### src/rtl/immediate_gen_pipe_if.sv
// Handshake bundle for immediate_gen_pipe: input beat, output beat, flush and occupancy.
interface immediate_gen_pipe_if #(
  parameter int XLEN  = 32,
  parameter int DEPTH = 2,
  parameter int TAG_W = 5
);
  localparam int CW = $clog2(DEPTH + 1);

  logic             IN_VALID;
  logic             IN_READY;
  logic [24:0]      IN;
  logic [2:0]       IMM_SEL;
  logic [TAG_W-1:0] IN_TAG;
  logic             FLUSH;
  logic             OUT_VALID;
  logic             OUT_READY;
  logic [XLEN-1:0]  OUT;
  logic [TAG_W-1:0] OUT_TAG;
  logic [CW-1:0]    COUNT;

  modport slave (
    input  IN_VALID, IN, IMM_SEL, IN_TAG, FLUSH, OUT_READY,
    output IN_READY, OUT_VALID, OUT, OUT_TAG, COUNT
  );

  modport master (
    output IN_VALID, IN, IMM_SEL, IN_TAG, FLUSH, OUT_READY,
    input  IN_READY, OUT_VALID, OUT, OUT_TAG, COUNT
  );
endinterface

### src/rtl/immediate_gen_pipe.sv
// Elastic immediate generator: decode into stage 1, DEPTH register stages, DEPTH-cycle latency.
// Backpressure: combinational ready chain from OUT_READY to IN_READY, no skid buffer.
module immediate_gen_pipe #(
  parameter int XLEN  = 32,
  parameter int DEPTH = 2,
  parameter int TAG_W = 5
) (
  input logic                   CLK,
  input logic                   RESET,
  immediate_gen_pipe_if.slave   bus
);
  localparam int CW = $clog2(DEPTH + 1);

  logic [DEPTH-1:0]                  valid_q, valid_d;
  logic [DEPTH-1:0][XLEN-1:0]        imm_q, imm_d;
  logic [DEPTH-1:0][TAG_W-1:0]       tag_q, tag_d;
  logic [CW-1:0]                     count_q, count_d;
  logic [DEPTH-1:0]                  adv;
  logic                              in_hs;
  logic                              out_hs;

  function automatic logic [XLEN-1:0] decode(input logic [31:7] ins, input logic [2:0] sel);
    logic [XLEN-1:0] r;
    r = '0;
    case (sel)
      3'b000:  r = XLEN'($signed({ins[31:12], 12'b0}));
      3'b001:  r = XLEN'($signed({ins[31], ins[19:12], ins[20], ins[30:21], 1'b0}));
      3'b010:  r = XLEN'($signed({ins[31], ins[7], ins[30:25], ins[11:8], 1'b0}));
      3'b011:  r = XLEN'($signed(ins[31:20]));
      3'b100:  r = XLEN'(ins[31:20]);
      3'b101:  r = XLEN'($signed({ins[31:25], ins[11:7]}));
      3'b110:  r = (XLEN == 64) ? XLEN'(ins[25:20]) : XLEN'(ins[24:20]);
      default: r = XLEN'(ins[19:15]);
    endcase
    return r;
  endfunction

  always_comb begin
    logic a;
    a       = bus.OUT_READY;
    adv     = '0;
    valid_d = valid_q;
    imm_d   = imm_q;
    tag_d   = tag_q;

    // A stage may move when any stage at or downstream of it has a hole.
    for (int i = DEPTH - 1; i >= 0; i--) begin
      a      = a | ~valid_q[i];
      adv[i] = a;
    end

    if (adv[0]) begin
      valid_d[0] = bus.IN_VALID;
    end
    if (adv[0] && bus.IN_VALID && !bus.FLUSH) begin
      imm_d[0] = decode(bus.IN, bus.IMM_SEL);
      tag_d[0] = bus.IN_TAG;
    end

    for (int i = 1; i < DEPTH; i++) begin
      if (adv[i]) begin
        valid_d[i] = valid_q[i-1];
      end
      if (adv[i] && valid_q[i-1] && !bus.FLUSH) begin
        imm_d[i] = imm_q[i-1];
        tag_d[i] = tag_q[i-1];
      end
    end

    if (bus.FLUSH) begin
      valid_d = '0;
    end
  end

  assign in_hs   = bus.IN_VALID & adv[0];
  assign out_hs  = valid_q[DEPTH-1] & bus.OUT_READY;
  assign count_d = bus.FLUSH ? '0 : count_q + CW'(in_hs) - CW'(out_hs);

  always_ff @(posedge CLK) begin
    if (!RESET) begin
      valid_q <= '0;
      imm_q   <= '0;
      tag_q   <= '0;
      count_q <= '0;
    end else begin
      valid_q <= valid_d;
      imm_q   <= imm_d;
      tag_q   <= tag_d;
      count_q <= count_d;
    end
  end

  assign bus.IN_READY  = adv[0];
  assign bus.OUT_VALID = valid_q[DEPTH-1];
  assign bus.OUT       = imm_q[DEPTH-1];
  assign bus.OUT_TAG   = tag_q[DEPTH-1];
  assign bus.COUNT     = count_q;
endmodule

### src/flat_wrapper.sv
// flat-port wrapper written by rule: the top's interface ports become plain ports
module immediate_gen_pipe_flat 
#(
  parameter int XLEN  = 32,
  parameter int DEPTH = 2,
  parameter int TAG_W = 5
)
  (CLK, RESET, bus_IN_VALID, bus_IN, bus_IMM_SEL, bus_IN_TAG, bus_FLUSH, bus_OUT_READY, bus_IN_READY, bus_OUT_VALID, bus_OUT, bus_OUT_TAG, bus_COUNT);
  immediate_gen_pipe_if #(.XLEN(XLEN), .DEPTH(DEPTH), .TAG_W(TAG_W)) bus_i ();
  input logic CLK;
  input logic RESET;
  input wire logic [$bits(bus_i.IN_VALID)-1:0] bus_IN_VALID;
  input wire logic [$bits(bus_i.IN)-1:0] bus_IN;
  input wire logic [$bits(bus_i.IMM_SEL)-1:0] bus_IMM_SEL;
  input wire logic [$bits(bus_i.IN_TAG)-1:0] bus_IN_TAG;
  input wire logic [$bits(bus_i.FLUSH)-1:0] bus_FLUSH;
  input wire logic [$bits(bus_i.OUT_READY)-1:0] bus_OUT_READY;
  output wire logic [$bits(bus_i.IN_READY)-1:0] bus_IN_READY;
  output wire logic [$bits(bus_i.OUT_VALID)-1:0] bus_OUT_VALID;
  output wire logic [$bits(bus_i.OUT)-1:0] bus_OUT;
  output wire logic [$bits(bus_i.OUT_TAG)-1:0] bus_OUT_TAG;
  output wire logic [$bits(bus_i.COUNT)-1:0] bus_COUNT;
  assign bus_i.IN_VALID = bus_IN_VALID;
  assign bus_i.IN = bus_IN;
  assign bus_i.IMM_SEL = bus_IMM_SEL;
  assign bus_i.IN_TAG = bus_IN_TAG;
  assign bus_i.FLUSH = bus_FLUSH;
  assign bus_i.OUT_READY = bus_OUT_READY;
  assign bus_IN_READY = bus_i.IN_READY;
  assign bus_OUT_VALID = bus_i.OUT_VALID;
  assign bus_OUT = bus_i.OUT;
  assign bus_OUT_TAG = bus_i.OUT_TAG;
  assign bus_COUNT = bus_i.COUNT;
  immediate_gen_pipe #(.XLEN(XLEN), .DEPTH(DEPTH), .TAG_W(TAG_W)) u_core (.CLK(CLK), .RESET(RESET), .bus(bus_i));
endmodule
### config.mk
export PLATFORM = sky130hd
export DESIGN_NAME = immediate_gen_pipe_flat
export DESIGN_NICKNAME = d
export VERILOG_FILES = /design/src/rtl/immediate_gen_pipe_if.sv /design/src/rtl/immediate_gen_pipe.sv /design/src/flat_wrapper.sv
export SDC_FILE = /design/constraint.sdc
export NUM_CORES = 1
export LEC_CHECK = 0
export CAP_MARGIN = 30
export CORE_MARGIN = 10
export CORE_UTILIZATION = 39
export CTS_CLUSTER_DIAMETER = 120
export DETAILED_ROUTE_END_ITERATION = 7
export SYNTH_ARGS = -nofsm -noshare
export SYNTH_HDL_FRONTEND = slang
export SYNTH_SLANG_ARGS = --single-unit
### constraint.sdc
create_clock -name CLK -period 2.15 [get_ports CLK]
set_clock_uncertainty 0.05 [all_clocks]
set_input_delay 0.43 -clock CLK [delete_from_list [all_inputs] [get_ports CLK]]
set_output_delay 0.43 -clock CLK [all_outputs]
set_load 0.005 [all_outputs]
# After elaboration in Yosys (flattened, before gate mapping)
# Index checks and enable logic that the tools add are counted.
[totals] register_bits=78
[op_classes] addsub=2 eq_ne=6 mux=1 n_bitwise=7 reduce_logical=7
[op_table] operator="$pmux W32 S7" n=1
[op_table] operator="$eq A3 B3 Y1 const B" n=3
[op_table] operator="$eq A3 B2 Y1 const B" n=2
[op_table] operator="$logic_and A1 B1 Y1" n=4
[op_table] operator="$eq A3 B1 Y1 const B" n=1
[op_table] operator="$logic_not A3 Y1" n=1
[op_table] operator="$not A1 Y1" n=3
[op_table] operator="$add A2 B1 Y2" n=1
[op_table] operator="$and A1 B1 Y1" n=2
[op_table] operator="$or A1 B1 Y1" n=2
[op_table] operator="$reduce_or A2 Y1" n=1
[op_table] operator="$sub A2 B1 Y2" n=1
[op_table] operator="$logic_not A1 Y1" n=1

# Depth between registers and ports, before layout
[logic_depth] depth_word=6 ltp_mapped=10 ltp_nobuf=7

# Worst setup path after synthesis
# Ideal clock, no wire load.
[synth_timing] path_type="input to register" start="input bus_OUT_READY" end="register u_core.count_q[1] (netlist: u_core.bus.COUNT[1])" setup_time_ps=116 arrival_time_ps=1755 t_required_ps=1984 setup_slack_ps=229 stages=10 n_path_buf=3 path_cell_list="and3b_1 buf_2 inv_2 buf_4 buf_6 and2_1 ha_1 xor2_1 xnor2_1 nor2_1"
[synth_via] elab_chain_cells=5 elab_cells_between_ends=6
[synth_lines] item="from (decl)" line="flat_wrapper.sv:17" rtl="input wire logic [$bits(bus_i.OUT_READY)-1:0] bus_OUT_READY;"
[synth_lines] item="$or A1 B1 Y1 (2 in series)" line="immediate_gen_pipe.sv:48" rtl="a = a | ~valid_q[i];"
[synth_lines] item="named net bus_IN_READY" line="flat_wrapper.sv:18" rtl="output wire logic [$bits(bus_i.IN_READY)-1:0] bus_IN_READY;"
[synth_lines] item="$and A1 B1 Y1" line="immediate_gen_pipe.sv:75" rtl="assign in_hs = bus.IN_VALID & adv[0];"
[synth_lines] item="$add A2 B1 Y2" line="immediate_gen_pipe.sv:77" rtl="assign count_d = bus.FLUSH ? '0 : count_q + CW'(in_hs) - CW'(out_hs);"
[synth_lines] item="$sub A2 B1 Y2" line="immediate_gen_pipe.sv:77"
[synth_lines] item="to (signal assigned)" line="immediate_gen_pipe.sv:89" rtl="count_q <= count_d;"
[synth_lines] item="to (decl)" line="immediate_gen_pipe.sv:17" rtl="logic [CW-1:0] count_q, count_d;"
# The timed path passes the listed nets, and every way through them passes these cells.
# A chain may end at the register's enable or synchronous reset.

# Worst setup path after layout
[layout_timing] start="input bus_OUT_READY" end="output bus_IN_READY"
[layout_via] elab_chain_cells=2
[layout_lines] item="$or A1 B1 Y1 (2 in series)" line="immediate_gen_pipe.sv:48"
[layout_lines] item="to (decl)" line="flat_wrapper.sv:18"
# Every way passes these cells.

==> impl_results.md <==
- # IOs: 79
- Worst skew pair latency: 0.35 ns
- Most common cell in the netlist: dfxtp_1
- Num CTS Buffers: 9
- Worst slew pin tran: about 0.8 ns
- # setup viols final: 0
- Clock-pin slew on the worst setup and hold paths: approximately 0.080 ns
- HPWL Detailed: 7.42 mm
- Largest net degree at the start of global routing: 39
- Final instance area: 4680 um2
- Int Pwr: 0.00243 W
- Period utilisation layout: 0.920
- Filler cell count: 928
- Hold Vio Cnt, Final: 0
- Yosys warnings: 0
- Fin nets: 531
- Starting density of the core: 0.401
- Max incr delay on CP: about 0.51 ns
- CTS tree: yes
- CP Class: input pin to output port
- Comb power frac: 0.112
- CP Capture Type: output port
- RSZ-0062 raised after global routing: false
- RR Endpoint: u_core.imm_q[13]$_SDFFE_PN0P_
- Antenna cells: 0
- Maxcap violations: 0
- Final max-slew violation count: 0
- Via Count: ~3300
- Post-synth EDFFs: 0
- Sequential-to-total area share from yosys stat: 0.419
- Worst hold stages: 2
- Sequential Power Share: 0.480
- Post-synthesis async set-or-reset flop share: 0
- Area after DPL: 4450 um2
- Cell Area, Synth: 3720 um2
- Wirelength per Cell: 16.0 um
- Worst vdd ir: 0.343 mV
- Hold_sp: u_core.tag_q[0]$_SDFFE_PN0P_
- Critical path, cell by cell: dlygate4sd2_1 -> and3b_1 -> inv_2 -> clkdlybuf4s50_1
- Area of the multi-input gates: 1660 um2
- TritonRoute pass-1 iters: 4
- Run status: finished, final reports clean
- Core Box Area: ~9300 um2
- Clock power share: 0.409
- Distinct cell type count after synthesis: 40
- Site row count: 35
- Cell taking the most area after synthesis: dfxtp_1
- Area contributors post-synth: dfxtp_1, a21oi_1, buf_4, o21ai_0, nand3_1
- Switching Fraction: 0.232
- PwrDens: 677 nW/um2
- Hold path endpoint: u_core.bus.OUT_TAG[0]$_SDFFE_PN0P_
- Post-synth top cells: dfxtp_1, a21oi_1, o21ai_0, nand3_1, buf_4
- FF+latch count, synth: 78
- Fin crit period: 1.98 ns
- CTS max path bufs: 2
- Placed cell count: just over 600
- Relative slew slack: 0.466
- CTS sink cnt: 78
- Storage element area: 1560 um2
- CTS root buffer: clkbuf_8
- Fmax achieved: slightly above 500 MHz
- Slowest CP cell: clkdlybuf4s50_1
- Yosys top cell area share: 0.419
- Layout cells sized above 1: 0.0990
- Global placement routability congestion: about 0.85
- Final core utilization: 0.504
- Critical path peak fanout: 4
- Die area: around 14000 um2
- Global route total overflow: 0
- Port Buffers: 78
- Worst Hold Class: flop to flop
- Syn nets: around 500
- Switching pwr: 0.000736 W
- H-tree Lvls: 3
- Slack of the worst reg-to-reg path: 0.37 ns
- Critical path arrival: 1.50 ns
- Vias per cell: about 5.3
- Synth Instances: 458
- Routed wire length: approximately 10 mm
- Worst R2R Path Depth: 4
- Reg2Reg Launch Point: u_core.valid_q[0]$_SDFFE_PP0N_
- Total GRT Usage: 0.144
- First-pass GRT wire length: ~17 mm
- Required time of the critical path: 1.67 ns
- Static Leak: around 1.6 nW
- Vias in the first global route: ~3300
- Remaining DRCs: 0
- Startpoint types: input pin
- WHS: 0.416 ns
- Initial antenna violation count: 0
- DIE WIDTH: 118 um
- Initial DRC count: 181
- DRT antenna net count: 0
- Fin cells: 624
- Avg Cell Area, Syn: about 8.1 um2
- Area Overhead vs Synth: 25.7%
- Top_reg_cell synth: dfxtp_1
- Hold-fix buffers, CTS: 0
- DIE HEIGHT: about 120 um
==> cell families (layout without fill, tap and decap cells) <==
logic type | after synthesis | after routing | share of synthesized area
DFF | 78 | 78 | 0.419
adders and majority gates | 2 | 2 | 0.00672
xor gates and xnor gates | 2 | 2 | 0.00470
muxes | 1 | 1 | 0.00302
and+or+nand+nor | 114 | 114 | 0.156
buffers and inverters | 88 | 125 | 0.136
AOI/OAI and AO/OA | 173 | 173 | 0.274
==> how the worst max path moves through the flow <==
| stage | from | end | cells after the start | slack [ns] |
|---|---|---|---|---|
| finish | bus_OUT_READY | bus_IN_READY | 4 | 0.17 |
| global route | bus_OUT_READY | bus_IN_READY | 4 | 0.11 |
| CTS | bus_OUT_READY | bus_IN_READY | 4 | 0.16 |
| detailed placement | bus_OUT_READY | u_core.imm_q[13]$_SDFFE_PN0P_ | 5 | -0.24 |
| global placement | bus_OUT_READY | u_core.imm_q[13]$_SDFFE_PN0P_ | 5 | -0.19 |
| floorplan | bus_OUT_READY | u_core.bus.COUNT[1]$_SDFF_PP0_ | 10 | 0.23 |
==> area by class of cell <==
type / count / area share
clock inverter: 6 / 0.0238
tap: 129 / 0.0345
timing repair buffer: 104 / 0.222
clock buffer: 9 / 0.0265
sequential: 78 / 0.334
multi-input combinational: 292 / 0.355
inverter: 6 / 0.00481
==> layout by cell type (no fill, tap or decap), types with 2 or more instances in the layout <==
cell type / n
a211oi_1: 12
a21boi_0: 6
a21o_1: 4
a21oi_1: 74
a311oi_1: 9
a31oi_1: 5
and2_1: 3
and3b_1: 4
buf_12: 5
buf_4: 21
bufinv_16: 3
clkbuf_8: 9
clkdlybuf4s50_1: 77
dfxtp_1: 78
ha_1: 2
inv_1: 4
inv_2: 2
nand2_1: 29
nand2b_1: 8
nand3_1: 42
nand3b_1: 4
nand4_1: 6
nor2_1: 8
nor2b_1: 3
nor2b_2: 3
o21ai_0: 49
o22ai_1: 4
o311a_1: 4
==> worst max-delay path, delay by kind of cell <==
family | cells | cell delay (ns)
simple gates | 1 | 0.22
buf+inv | 3 | 0.85
==> state kept, by name, indices dropped and copies added, names as in the netlist <==
signal and flops:
u_core.valid_q 2, u_core.bus.COUNT 2, u_core.imm_q 32, u_core.tag_q 5
u_core.bus.OUT_TAG 5, u_core.bus.OUT 32
==> stage by stage <==
step	setup TNS (ns)	power (W)	setup WS, ns
6_report	0	0.00317	0.172
5_1_grt	0	0.00329	0.110
4_1_cts	0	0.00320	0.161
3_5_place_dp	-2.49	0.00191	-0.244
3_3_place_gp	-2.16	0.00190	-0.194
2_1_floorplan	0	0.00174	0.229
==> metal layers <==
| layer | part of all wire | vias to the layer above | GRT usage |
|---|---|---|---|
| met5 | 0 | - | 0 |
| met4 | 0.0090 | 0 | 0.0394 |
| met3 | 0.051 | 5 | 0.0470 |
| met2 | 0.43 | 82 | 0.214 |
| met1 | 0.50 | 1556 | 0.195 |
| li1 | - | 1669 | - |
==> what timing repair did <==
item | CTS | global route
setup buffers | 0 | 0
setup endpoints to repair | 1 | 0
gates resized for setup | 1 | 0
endpoints found under the hold margin | 0 | 0
==> power groups by stage <==
stage	logic, W	clock network [W]	registers [W]
6_report	0.000354	0.00130	0.00152
5_1_grt	0.000394	0.00137	0.00153
4_1_cts	0.000354	0.00132	0.00152
3_5_place_dp	0.000354	0	0.00155
3_3_place_gp	0.000350	0	0.00155
2_1_floorplan	0.000197	0	0.00154
Power figures use the tool's default switching activity.
